### src/rtl/snn_ctrl_pkg.sv
// Shared definitions for the SNN inference controller: default parameter
// values, the controller state encoding and a small state-decode helper.
package snn_ctrl_pkg;

  localparam int DEF_IMAGE_SIZE     = 256;
  localparam int DEF_PIXEL_BITS     = 8;
  localparam int DEF_M              = 8;
  localparam int DEF_TIMEOUT_CYCLES = 65535;

  typedef enum logic [2:0] {
    ST_IDLE  = 3'd0,
    ST_CLEAR = 3'd1,
    ST_SCAN  = 3'd2,
    ST_WAIT  = 3'd3,
    ST_HOLD  = 3'd4
  } snn_state_e;

  // The controller is busy from the neuron clear until the result arrives.
  function automatic logic state_is_busy(input logic [2:0] s);
    return (s == ST_CLEAR) || (s == ST_SCAN) || (s == ST_WAIT);
  endfunction

endpackage

### src/rtl/snn_inference_ctrl_if.sv
// Spike event channel from the inference controller to the SNN core.
// Valid/ready handshake; an event is consumed when both are high on a
// rising clock edge.
interface snn_inference_ctrl_if
  import snn_ctrl_pkg::*;
#(
  parameter int M = DEF_M
);

  logic         SPK_VALID;
  logic [M-1:0] SPK_ADDR;
  logic         SPK_READY;

  modport master (
    output SPK_VALID,
    output SPK_ADDR,
    input  SPK_READY
  );

  modport slave (
    input  SPK_VALID,
    input  SPK_ADDR,
    output SPK_READY
  );

endinterface

### src/rtl/snn_spike_encoder.sv
// Spike encoder: compares the current pixel against the latched threshold
// and drives the spike channel. Once an event is offered it stays offered,
// with the same address, until the SNN accepts it; the pixel counter only
// advances when the current pixel has been dealt with.
module snn_spike_encoder
  import snn_ctrl_pkg::*;
#(
  parameter int PIXEL_BITS = DEF_PIXEL_BITS,
  parameter int M          = DEF_M,
  parameter int AW         = 8
)(
  input  logic                  ACLK,
  input  logic                  ARESETN,
  input  logic                  scan_en,
  input  logic [PIXEL_BITS-1:0] pixel_data,
  input  logic [PIXEL_BITS-1:0] threshold,
  input  logic [AW-1:0]         pixel_idx,
  snn_inference_ctrl_if.master  spk,
  output logic                  advance
);

  logic hit;
  logic pend_q;

  // Zero pixels never spike, even with a zero threshold.
  assign hit = scan_en && (pixel_data != '0) && (pixel_data >= threshold);

  // pend_q keeps the event offered even if the pixel source wobbles while
  // the SNN is back-pressuring.
  assign spk.SPK_VALID = scan_en && (hit || pend_q);
  assign spk.SPK_ADDR  = spk.SPK_VALID ? M'(pixel_idx) : '0;
  assign advance       = scan_en && (!spk.SPK_VALID || spk.SPK_READY);

  // Remember an offered event that has not been accepted yet.
  always_ff @(posedge ACLK or negedge ARESETN) begin
    if (!ARESETN) begin
      pend_q <= 1'b0;
    end else begin
      pend_q <= spk.SPK_VALID && !spk.SPK_READY;
    end
  end

endmodule

### src/rtl/snn_inference_ctrl.sv
// SNN inference controller: on a NEW_IMAGE rising edge it clears the SNN
// neuron state, scans every pixel of the image, turns pixels at or above
// the threshold into spike events, then waits for the SNN's winning digit.
// Optional build macro SNN_CTRL_TIMEOUT_EN adds a WAIT-state watchdog that
// reports TIMEOUT and digit all-ones if SNN_DONE never arrives.
//
// state | meaning
// ------+-------------------------------------------------------------
// IDLE  | waiting for a NEW_IMAGE rising edge; previous result visible
// CLEAR | one-cycle SNN_RST pulse, pixel counter and flags cleared
// SCAN  | walking pixel 0..IMAGE_SIZE-1, emitting spike events
// WAIT  | scan complete, waiting for SNN_DONE (or watchdog expiry)
// HOLD  | result latched, DONE high until NEW_IMAGE drops
module snn_inference_ctrl
  import snn_ctrl_pkg::*;
#(
  parameter int  IMAGE_SIZE     = DEF_IMAGE_SIZE,
  parameter int  PIXEL_BITS     = DEF_PIXEL_BITS,
  parameter int  M              = DEF_M,
  parameter int  TIMEOUT_CYCLES = DEF_TIMEOUT_CYCLES,
  localparam int AW             = (IMAGE_SIZE > 1) ? $clog2(IMAGE_SIZE) : 1
)(
  input  logic                  ACLK,
  input  logic                  ARESETN,
  input  logic                  NEW_IMAGE,
  input  logic [PIXEL_BITS-1:0] THRESHOLD,
  output logic [AW-1:0]         PIXEL_ADDR,
  input  logic [PIXEL_BITS-1:0] PIXEL_DATA,
  snn_inference_ctrl_if.master  spk,
  output logic                  SNN_RST,
  input  logic                  SNN_DONE,
  input  logic [M-1:0]          SNN_DIGIT,
  output logic [M-1:0]          INFERED_DIGIT,
  output logic                  DONE,
  output logic                  BUSY,
  output logic                  TIMEOUT
);

  localparam logic [2:0] S_IDLE  = ST_IDLE;
  localparam logic [2:0] S_CLEAR = ST_CLEAR;
  localparam logic [2:0] S_SCAN  = ST_SCAN;
  localparam logic [2:0] S_WAIT  = ST_WAIT;
  localparam logic [2:0] S_HOLD  = ST_HOLD;

  localparam logic [AW-1:0] LAST_PIXEL = AW'(IMAGE_SIZE - 1);

  logic [2:0]            state;
  logic                  nimg_q;
  logic                  armed_q;
  logic [PIXEL_BITS-1:0] thr_q;
  logic [AW-1:0]         cnt;
  logic                  done_q;
  logic                  timeout_q;
  logic [M-1:0]          digit_q;
  logic                  start;
  logic                  scan_en;
  logic                  advance;
  logic                  wait_tc;

  // armed_q stays low for the first cycle after reset so that a NEW_IMAGE
  // level already high at release is not mistaken for a rising edge.
  assign start   = (state == S_IDLE) && NEW_IMAGE && !nimg_q && armed_q;
  assign scan_en = (state == S_SCAN);

  assign PIXEL_ADDR    = cnt;
  assign SNN_RST       = (state == S_CLEAR);
  assign BUSY          = state_is_busy(state);
  assign DONE          = done_q;
  assign TIMEOUT       = timeout_q;
  assign INFERED_DIGIT = digit_q;

  // NEW_IMAGE edge detector history.
  always_ff @(posedge ACLK or negedge ARESETN) begin
    if (!ARESETN) begin
      nimg_q  <= 1'b0;
      armed_q <= 1'b0;
    end else begin
      nimg_q  <= NEW_IMAGE;
      armed_q <= 1'b1;
    end
  end

`ifdef SNN_CTRL_TIMEOUT_EN
  localparam int WW = (TIMEOUT_CYCLES > 1) ? $clog2(TIMEOUT_CYCLES + 1) : 1;
  localparam logic [WW-1:0] WAIT_LOAD = WW'(TIMEOUT_CYCLES - 1);

  logic [WW-1:0] wait_cnt;

  assign wait_tc = (state == S_WAIT) && (wait_cnt == '0);

  // WAIT dwell timer: reloaded outside WAIT, counts down to terminal count.
  always_ff @(posedge ACLK or negedge ARESETN) begin
    if (!ARESETN) begin
      wait_cnt <= WAIT_LOAD;
    end else if (state != S_WAIT) begin
      wait_cnt <= WAIT_LOAD;
    end else if (wait_cnt != '0) begin
      wait_cnt <= wait_cnt - 1'b1;
    end
  end
`else
  assign wait_tc = 1'b0;
`endif

  // Main sequencing FSM, pixel counter and result registers.
  always_ff @(posedge ACLK or negedge ARESETN) begin
    if (!ARESETN) begin
      state     <= S_IDLE;
      thr_q     <= '0;
      cnt       <= '0;
      done_q    <= 1'b0;
      timeout_q <= 1'b0;
      digit_q   <= '0;
    end else begin
      case (state)
        S_IDLE: begin
          if (start) begin
            state     <= S_CLEAR;
            thr_q     <= THRESHOLD;
            cnt       <= '0;
            done_q    <= 1'b0;
            timeout_q <= 1'b0;
          end
        end
        S_CLEAR: begin
          cnt   <= '0;
          state <= S_SCAN;
        end
        S_SCAN: begin
          // The counter parks on the last pixel rather than wrapping.
          if (advance) begin
            if (cnt == LAST_PIXEL) begin
              state <= S_WAIT;
            end else begin
              cnt <= cnt + 1'b1;
            end
          end
        end
        S_WAIT: begin
          if (SNN_DONE) begin
            digit_q <= SNN_DIGIT;
            done_q  <= 1'b1;
            state   <= S_HOLD;
          end else if (wait_tc) begin
            digit_q   <= '1;
            done_q    <= 1'b1;
            timeout_q <= 1'b1;
            state     <= S_HOLD;
          end
        end
        S_HOLD: begin
          if (!NEW_IMAGE) begin
            state <= S_IDLE;
          end
        end
        default: begin
          state <= S_IDLE;
        end
      endcase
    end
  end

  snn_spike_encoder #(
    .PIXEL_BITS (PIXEL_BITS),
    .M          (M),
    .AW         (AW)
  ) u_encoder (
    .ACLK       (ACLK),
    .ARESETN    (ARESETN),
    .scan_en    (scan_en),
    .pixel_data (PIXEL_DATA),
    .threshold  (thr_q),
    .pixel_idx  (cnt),
    .spk        (spk),
    .advance    (advance)
  );

endmodule

### src/flat_wrapper.sv
// flat-port wrapper written by rule: the top's interface ports become plain ports
module snn_inference_ctrl_flat import snn_ctrl_pkg::*;
#(
  parameter int  IMAGE_SIZE     = DEF_IMAGE_SIZE,
  parameter int  PIXEL_BITS     = DEF_PIXEL_BITS,
  parameter int  M              = DEF_M,
  parameter int  TIMEOUT_CYCLES = DEF_TIMEOUT_CYCLES,
  localparam int AW             = (IMAGE_SIZE > 1) ? $clog2(IMAGE_SIZE) : 1
)
  (ACLK, ARESETN, NEW_IMAGE, THRESHOLD, PIXEL_ADDR, PIXEL_DATA, SNN_RST, SNN_DONE, SNN_DIGIT, INFERED_DIGIT, DONE, BUSY, TIMEOUT, spk_SPK_VALID, spk_SPK_ADDR, spk_SPK_READY);
  snn_inference_ctrl_if #(.M(M)) spk_i ();
  input  logic ACLK;
  input  logic ARESETN;
  input  logic NEW_IMAGE;
  input  logic [PIXEL_BITS-1:0] THRESHOLD;
  output logic [AW-1:0] PIXEL_ADDR;
  input  logic [PIXEL_BITS-1:0] PIXEL_DATA;
  output logic SNN_RST;
  input  logic SNN_DONE;
  input  logic [M-1:0] SNN_DIGIT;
  output logic [M-1:0] INFERED_DIGIT;
  output logic DONE;
  output logic BUSY;
  output logic TIMEOUT;
  output wire logic [$bits(spk_i.SPK_VALID)-1:0] spk_SPK_VALID;
  output wire logic [$bits(spk_i.SPK_ADDR)-1:0] spk_SPK_ADDR;
  input wire logic [$bits(spk_i.SPK_READY)-1:0] spk_SPK_READY;
  assign spk_SPK_VALID = spk_i.SPK_VALID;
  assign spk_SPK_ADDR = spk_i.SPK_ADDR;
  assign spk_i.SPK_READY = spk_SPK_READY;
  snn_inference_ctrl #(.IMAGE_SIZE(IMAGE_SIZE), .PIXEL_BITS(PIXEL_BITS), .M(M), .TIMEOUT_CYCLES(TIMEOUT_CYCLES)) u_core (.ACLK(ACLK), .ARESETN(ARESETN), .NEW_IMAGE(NEW_IMAGE), .THRESHOLD(THRESHOLD), .PIXEL_ADDR(PIXEL_ADDR), .PIXEL_DATA(PIXEL_DATA), .spk(spk_i), .SNN_RST(SNN_RST), .SNN_DONE(SNN_DONE), .SNN_DIGIT(SNN_DIGIT), .INFERED_DIGIT(INFERED_DIGIT), .DONE(DONE), .BUSY(BUSY), .TIMEOUT(TIMEOUT));
endmodule
### config.mk
export PLATFORM = sky130hd
export DESIGN_NAME = snn_inference_ctrl_flat
export DESIGN_NICKNAME = d
export VERILOG_FILES = /design/src/rtl/snn_ctrl_pkg.sv /design/src/rtl/snn_inference_ctrl_if.sv /design/src/rtl/snn_spike_encoder.sv /design/src/rtl/snn_inference_ctrl.sv /design/src/flat_wrapper.sv
export SDC_FILE = /design/constraint.sdc
export NUM_CORES = 1
export LEC_CHECK = 0
export ABC_AREA = 1
export CAP_MARGIN = 10
export CELL_PAD_IN_SITES_DETAIL_PLACEMENT = 1
export CELL_PAD_IN_SITES_GLOBAL_PLACEMENT = 2
export CORE_MARGIN = 3
export CORE_UTILIZATION = 23
export CTS_BUF_LIST = sky130_fd_sc_hd__clkbuf_2 sky130_fd_sc_hd__clkbuf_4 sky130_fd_sc_hd__clkbuf_8
export DETAILED_ROUTE_END_ITERATION = 16
export HOLD_SLACK_MARGIN = 0.02
export PLACE_DENSITY = 0.76
export SYNTH_ARGS = -nofsm -noshare
export SYNTH_HDL_FRONTEND = slang
export SYNTH_SLANG_ARGS = --single-unit
### constraint.sdc
create_clock -name ACLK -period 1.6 [get_ports ACLK]
set_clock_uncertainty 0.05 [all_clocks]
set_input_delay 0.24 -clock ACLK [delete_from_list [all_inputs] [get_ports ACLK]]
set_output_delay 0.24 -clock ACLK [all_outputs]
set_load 0.01 [all_outputs]
==> results of run 1 <==
## worst register-to-register path, delay by kind of cell, from the launching register on
kind / cells / cell delay [ns]
flip-flops: 1 / 0.38
AND/OR/NAND/NOR: 12 / 0.99
buffers and inverters: 2 / 0.23
adder cells (fa/ha/maj): 1 / 0.21
## cell usage in the layout, fill, tap and decap left out, types with 2 or more instances in the layout
master,Yosys,routed
nand2_1,64,53
ha_4,0,2
nand3_1,5,5
a21oi_1,9,9
dfrtp_1,31,30
clkbuf_8,0,6
buf_4,1,33
xor2_1,4,4
o21ai_0,2,2
nor2_1,36,25
nand2_4,0,2
buf_2,4,9
inv_2,2,4
ha_1,9,7
buf_12,0,2
buf_6,0,7
nor2_2,3,8
inv_1,30,28
nand3_4,1,2
dlygate4sd2_1,0,9
nor2_4,1,7
nand2_2,0,9
conb_1,2,2
clkdlybuf4s50_1,0,35
nand4_1,11,11
## sequential cells by signal, indices dropped and copies added, names as in the netlist
register / flops
u_core.state: 3
u_core.armed_q: 1
u_core.DONE: 1
u_core.thr_q: 8
u_core.PIXEL_ADDR: 8
u_core.INFERED_DIGIT: 8
u_core.nimg_q: 1
u_core.u_encoder.pend_q: 1
## kinds of logic after synthesis
group,count (synthesis),synth area share
AND/OR/NAND/NOR,128,0.330
buffers and inverters,38,0.0856
flip-flops,31,0.438
AO/OA/AOI/OAI,13,0.0467
adder cells (fa/ha/maj),9,0.0637
XOR/XNOR,5,0.0248
other,2,0.00424
multiplexers,1,0.00636
## metrics by stage
step                 util  setup WS, ns  power [mW]  std cells
CTS                 0.396        -0.590        4.29        423
finish              0.406        -0.533        4.28        426
global route        0.406        -0.655        4.65        426
global placement    0.369        -0.998        3.14        408
detailed placement  0.369         -1.11        3.21        408
floorplan               -       -0.0303        2.21        227
## cell usage after synthesis, drive strengths merged
master	instances
inv	32
nand3	8
xor2	4
clkinv	1
conb	2
dfrtp	31
nand2	64
o21ai	2
nor3b	1
ha	9
xnor2	1
nor2	40
a21oi	9
buf	5
o22ai	1
mux2	1
nor3	2
nand4	13
o21a	1
## timing repair
item                       in CTS  in global routing
hold buffers                    1                  0
hold endpoints to repair       31                  0
buffers inserted                5                  2
gates resized for setup        72                 12
cloned                          1                  1
setup endpoints to repair      30                 27
pin swaps                       7                  7
## how the worst max path moves through the flow
stage	from	to	slack, ns
CTS	u_core.thr_q[0]	spk_SPK_ADDR[7]	-0.59
detailed placement	PIXEL_DATA[3]	spk_SPK_ADDR[7]	-1.11
global route	u_core.thr_q[3]	spk_SPK_ADDR[7]	-0.66
finish	PIXEL_DATA[2]	spk_SPK_ADDR[7]	-0.53
global placement	PIXEL_DATA[0]	spk_SPK_ADDR[2]	-1.0
floorplan	u_core.thr_q[3]	spk_SPK_ADDR[1]	-0.03
## metal layers
metal | vias up | global-route usage | part of all wire
li1 | 906 | - | -
met1 | 860 | 0.159 | 0.44
met2 | 35 | 0.237 | 0.51
met3 | 6 | 0.0304 | 0.035
met4 | 0 | 0.0469 | 0.017
met5 | - | 0 | 0
## cell type report
type / count / area share
multi-input cells: 159 / 0.334
repair buffers: 96 / 0.284
flip-flops and latches: 31 / 0.260
inverters: 33 / 0.0414
well taps: 99 / 0.0414
clock buffers: 6 / 0.0276
clock inverters: 2 / 0.0117
## power groups by stage
stage | combinational, mW | clock [mW] | sequential, mW
floorplan | 0.991 | 0 | 1.21
global placement | 1.99 | 0 | 1.16
detailed placement | 2.05 | 0 | 1.16
CTS | 2.27 | 0.861 | 1.16
global route | 2.57 | 0.899 | 1.19
finish | 2.29 | 0.834 | 1.16
==> results_dict.tcl, run 1 <==
set metrics [dict create \
    outcome "complete, but fails checks" \
    violations "setup timing" \
    clkSlewWorstSetupHoldPaths_ns 0.07 \
    cts_buffer_depth 2 \
    combPwrFrac 0.534 \
    post-route-period-util 1.33 \
    layout.area.seq_um2 777 \
    synth_seq_cells 31 \
    rsz0062_at_grt "true" \
    coreArea_mm2 0.00737 \
    gp_congestion 0.739 \
    clk_latency_ns 0.29 \
    ff2ff_path_depth 15 \
    grt_first_pass_wirelength_um 9040 \
    vias_per_cell 4.24 \
    antenna_found_initial 0 \
    crit_fanout 5 \
    route.detailed.drc 0 \
    cp_slowest_stage_delay_ns 0.43 \
    clkPwrFrac 0.195 \
    yosysWarnings 0 \
    power.leakage_nw 1.48 \
    cts_tree "done" \
    grt_use_total 0.134 \
    antenna_cells 0 \
    finalSetupViolCount 20 \
    worstHoldPathType "in2reg" \
    period_minus_slack_ns 2.13 \
    max_freq_mhz 469 \
    synth_top_cell_by_area "dfrtp_1" \
    hold_viol_final 0 \
    grt_pass1_vias 1934 \
    required_ns 1.31 \
    criticalPathCategory "in2out" \
    end_kind "primary output" \
    path_common_cell "nand2_1" \
    crit_arrival_ns 1.84 \
    slew_viol_final 0 \
    fillerInstances 896 \
    crit_chain "clkdlybuf4s50_1 > ha_1 > nand2_2 > nor2_2 > nor2_1 > nand2_1 > nand2_1 > nand2_1 > nand2_2 > nand2_4 > nand2_8 > nor2_4 > buf_6" \
    yosysSeqAreaShare 0.438 \
    portBuffers 56 \
    power_density_mw_per_mm2 1430 \
    drive_gt1_frac 0.309 \
    final_antenna_net_count 0 \
    setup_tns_ns -8.56 \
    yosys.area.top_type_share 0.438 \
    start_kind "input pin" \
    cts_sinks 31 \
    route.vias.total 1807 \
    hold_depth 3 \
    peakVddDrop_mv 0.537 \
    p_sw_mw 1.68 \
    seq_power_share 0.271 \
    worst-path-stages 13 \
    synth_nets 265 \
    fin_ws_ns -0.533 \
    swShare 0.393 \
    regToRegStartpoint "u_core.thr_q[3]" \
    multi_input_area_um2 998 \
    p_int_mw 2.60 \
    placed_area_mm2 0.00272 \
    drt_iter0_markers 19 \
    r2r_end "u_core.PIXEL_ADDR[6]" \
    dr.pass1.iters 4 \
    grt_max_degree 32 \
    whs_endpoint "u_core.INFERED_DIGIT[6]" \
    critPathSlowestCell "clkdlybuf4s50_1" \
    start_util 0.240 \
    die_h_um 93.7 \
    cap_violations 0 \
    path_buf_inv 2 \
    fin_nets 364 \
    ios 58 \
    htree_levels 2 \
    core.rowCount 31 \
    root_buffer "clkbuf_8" \
    cts_made_buffers 5 \
    stdcell_area_mm2 0.00299 \
    crit_family "simple AND/OR/NAND/NOR gates" \
    synth.avg_cell_area_um2 7.79 \
    post_drt_wl_per_cell_um 13.0 \
    dpl.hpwl_um 3990 \
    synth.area.top_cells "dfrtp_1 (44%), nand2_1 (14%), nor2_1 (7.6%), ha_1 (6.4%), inv_1 (6.4%)" \
    die_w_um 93.7 \
    synthDistinctLibCells 27 \
    dieArea_mm2 0.00878 \
    grt_overflow_total 0 \
    netlist_instances 227 \
    synth_area_mm2 0.00177 \
    holdWs_ns 0.426 \
    routed_wl_um 5540 \
    synthToLayoutAreaGrowth_pct 69.1 \
    hp-start "SNN_DIGIT[6]" \
    rrSetupSlack_ns -0.36 \
]
Power figures use the tool's default switching activity.
==> inputs of run 2 (changes only) <==
--- a/config.mk
+++ b/config.mk
@@ -6,15 +6,16 @@
 export NUM_CORES = 1
 export LEC_CHECK = 0
 export ABC_AREA = 1
+export ABC_CLOCK_PERIOD_IN_PS = 2000
 export CAP_MARGIN = 10
 export CELL_PAD_IN_SITES_DETAIL_PLACEMENT = 1
 export CELL_PAD_IN_SITES_GLOBAL_PLACEMENT = 2
 export CORE_MARGIN = 3
-export CORE_UTILIZATION = 23
+export CORE_UTILIZATION = 26
 export CTS_BUF_LIST = sky130_fd_sc_hd__clkbuf_2 sky130_fd_sc_hd__clkbuf_4 sky130_fd_sc_hd__clkbuf_8
 export DETAILED_ROUTE_END_ITERATION = 16
 export HOLD_SLACK_MARGIN = 0.02
-export PLACE_DENSITY = 0.76
+export PLACE_DENSITY = 0.81
 export SYNTH_ARGS = -nofsm -noshare
 export SYNTH_HDL_FRONTEND = slang
 export SYNTH_SLANG_ARGS = --single-unit
==> constraint.sdc (replaced) <==
create_clock -name ACLK -period 2 [get_ports ACLK]
set_clock_uncertainty 0.05 [all_clocks]
set_input_delay 0.3 -clock ACLK [delete_from_list [all_inputs] [get_ports ACLK]]
set_output_delay 0.3 -clock ACLK [all_outputs]
set_load 0.01 [all_outputs]
==> run 2 against run 1 <==
Effect of this change:
- the run still ends with setup timing left
- worst setup slack better by 0.41 ns
- total power is 27% lower
- register-to-register slack improved by 0.38 ns
- routed wire length decreased by 13%
- sequential cell count is the same
- final cell count is 8.9% lower
- clock power is 40% lower
- via count decreased by 4.4%
==> results_dict.tcl, run 2 (synthesis gave the netlist of run 1 again) <==
set metrics [dict create \
    grt_max_degree 32 \
    final_antenna_net_count 0 \
    die_h_um 88.5 \
    clk_latency_ns 0.28 \
    dpl.hpwl_um 3560 \
    cts_buffer_depth 2 \
    die_w_um 88.5 \
    coreArea_mm2 0.00646 \
    end_kind "primary output" \
    final_cell_mix "nand2_1 (53), clkdlybuf4s50_1 (39), nor2_1 (32)" \
    crit_arrival_ns 1.77 \
    antenna_cells 0 \
    crit_chain "ha_1 > nand2_1 > nor2_1 > nor2_1 > nand2_1 > nand2_1 > nand2_1 > nand2_2 > nand2_4 > nand2_4 > nor2_1 > buf_2" \
    fin_cells 388 \
    start_kind "register" \
    period_minus_slack_ns 2.12 \
    htree_levels 2 \
    grt_pass1_vias 1777 \
    slew_viol_final 0 \
    cts_made_buffers 5 \
    fin_util 0.424 \
    path_common_cell "nand2_1" \
    placed_area_mm2 0.00255 \
    grt_use_total 0.137 \
    fin_nets 348 \
    synthToLayoutAreaGrowth_pct 54.9 \
    crit_family "simple AND/OR/NAND/NOR gates" \
    route.vias.total 1728 \
    finalSetupViolCount 9 \
    power_density_mw_per_mm2 1150 \
    peakVddDrop_mv 0.513 \
    core.rowCount 29 \
    final_common_cell "nand2_1" \
    antenna_found_initial 0 \
    dr.pass1.iters 2 \
    cp_slowest_stage_delay_ns 0.38 \
    max_freq_mhz 471 \
    fillerInstances 797 \
    required_ns 1.65 \
    dieArea_mm2 0.00783 \
    outcome "complete, but fails checks" \
    gp_congestion 0.746 \
    portBuffers 56 \
    root_buffer "clkbuf_8" \
    cts_tree "done" \
    route.detailed.drc 0 \
    crit_fanout 4 \
    grt_overflow_total 0 \
    worstHoldPathType "in2async" \
    numPlacedInstances 374 \
    criticalPathCategory "reg2out" \
    drive_gt1_frac 0.251 \
    stdcell_area_mm2 0.00274 \
    post-route-period-util 1.06 \
    hold_viol_final 0 \
    grt_first_pass_wirelength_um 8240 \
    start_util 0.274 \
    ios 58 \
    critPathSlowestCell "dfrtp_1" \
    cap_violations 0 \
    fin_ws_ns -0.121 \
    drt_iter0_markers 48 \
    violations "setup timing" \
    rsz0062_at_grt "true" \
    power.leakage_nw 1.37 \
    clkSlewWorstSetupHoldPaths_ns 0.07 \
    path_buf_inv 1 \
    vias_per_cell 4.45 \
    cts_sinks 31 \
    post_drt_wl_per_cell_um 12.5 \
    routed_wl_um 4840 \
]
-- run 2: worst paths after layout --
path	startpoint	end	slack (ns)	cells after the start
min	ARESETN	u_core.PIXEL_ADDR[4]	0.38	2
max	u_core.thr_q[0]	spk_SPK_ADDR[6]	-0.12	12
min reg2reg	u_core.INFERED_DIGIT[6]	u_core.INFERED_DIGIT[6]	0.44	2
max reg2reg	u_core.thr_q[7]	u_core.PIXEL_ADDR[2]	0.02	13
max in group asynchronous	ARESETN	u_core.thr_q[6]	1.23	2
min in group ACLK	u_core.INFERED_DIGIT[6]	u_core.INFERED_DIGIT[6]	0.44	2
-- run 2: cell type report --
| cell class | count | area (µm²) | share of cell area |
|---|---|---|---|
| clock inverters | 2 | 12.5 | 0.00457 |
| flip-flops and latches | 31 | 776 | 0.283 |
| well taps | 77 | 96.3 | 0.0352 |
| inverters | 33 | 124 | 0.0452 |
| repair buffers | 80 | 706 | 0.258 |
| clock buffers | 6 | 76.3 | 0.0279 |
| multi-input cells | 159 | 950 | 0.347 |
-- run 2: what timing repair did --
action,in CTS,in global routing
gates resized for setup,58,14
hold buffers,0,0
endpoints found under the setup margin,11,19
hold endpoints to repair,0,0
setup buffers,0,5
gates cloned,1,0
pin swaps,9,4
-- run 2: metal layers --
layer  vias up  GRT usage  wire (µm)
li1        875          -          -
met4         0     0.0371         36
met5         -          0          0
met3         4     0.0521        282
met1       809      0.171       2210
met2        40      0.224       2310
-- run 2: power breakdown --
group          switching [mW]  internal (mW)  leakage, nW
logic                   0.889          0.823        0.934
registers               0.108          0.826        0.387
clock network           0.241          0.256       0.0446
-- run 2: metrics by stage --
stage                     setup slack [ns]  hold WS (ns)  TNS [ns]  power [mW]
after floorplan                      0.253       -0.0456         0        1.71
after global placement              -0.807         0.416     -9.74        2.41
after detailed placement            -0.877         0.423    -10.57        2.45
after CTS                           -0.191         0.388     -1.55        3.07
after global routing                -0.272         0.404     -3.56        3.43
final                               -0.121         0.375     -1.01        3.14
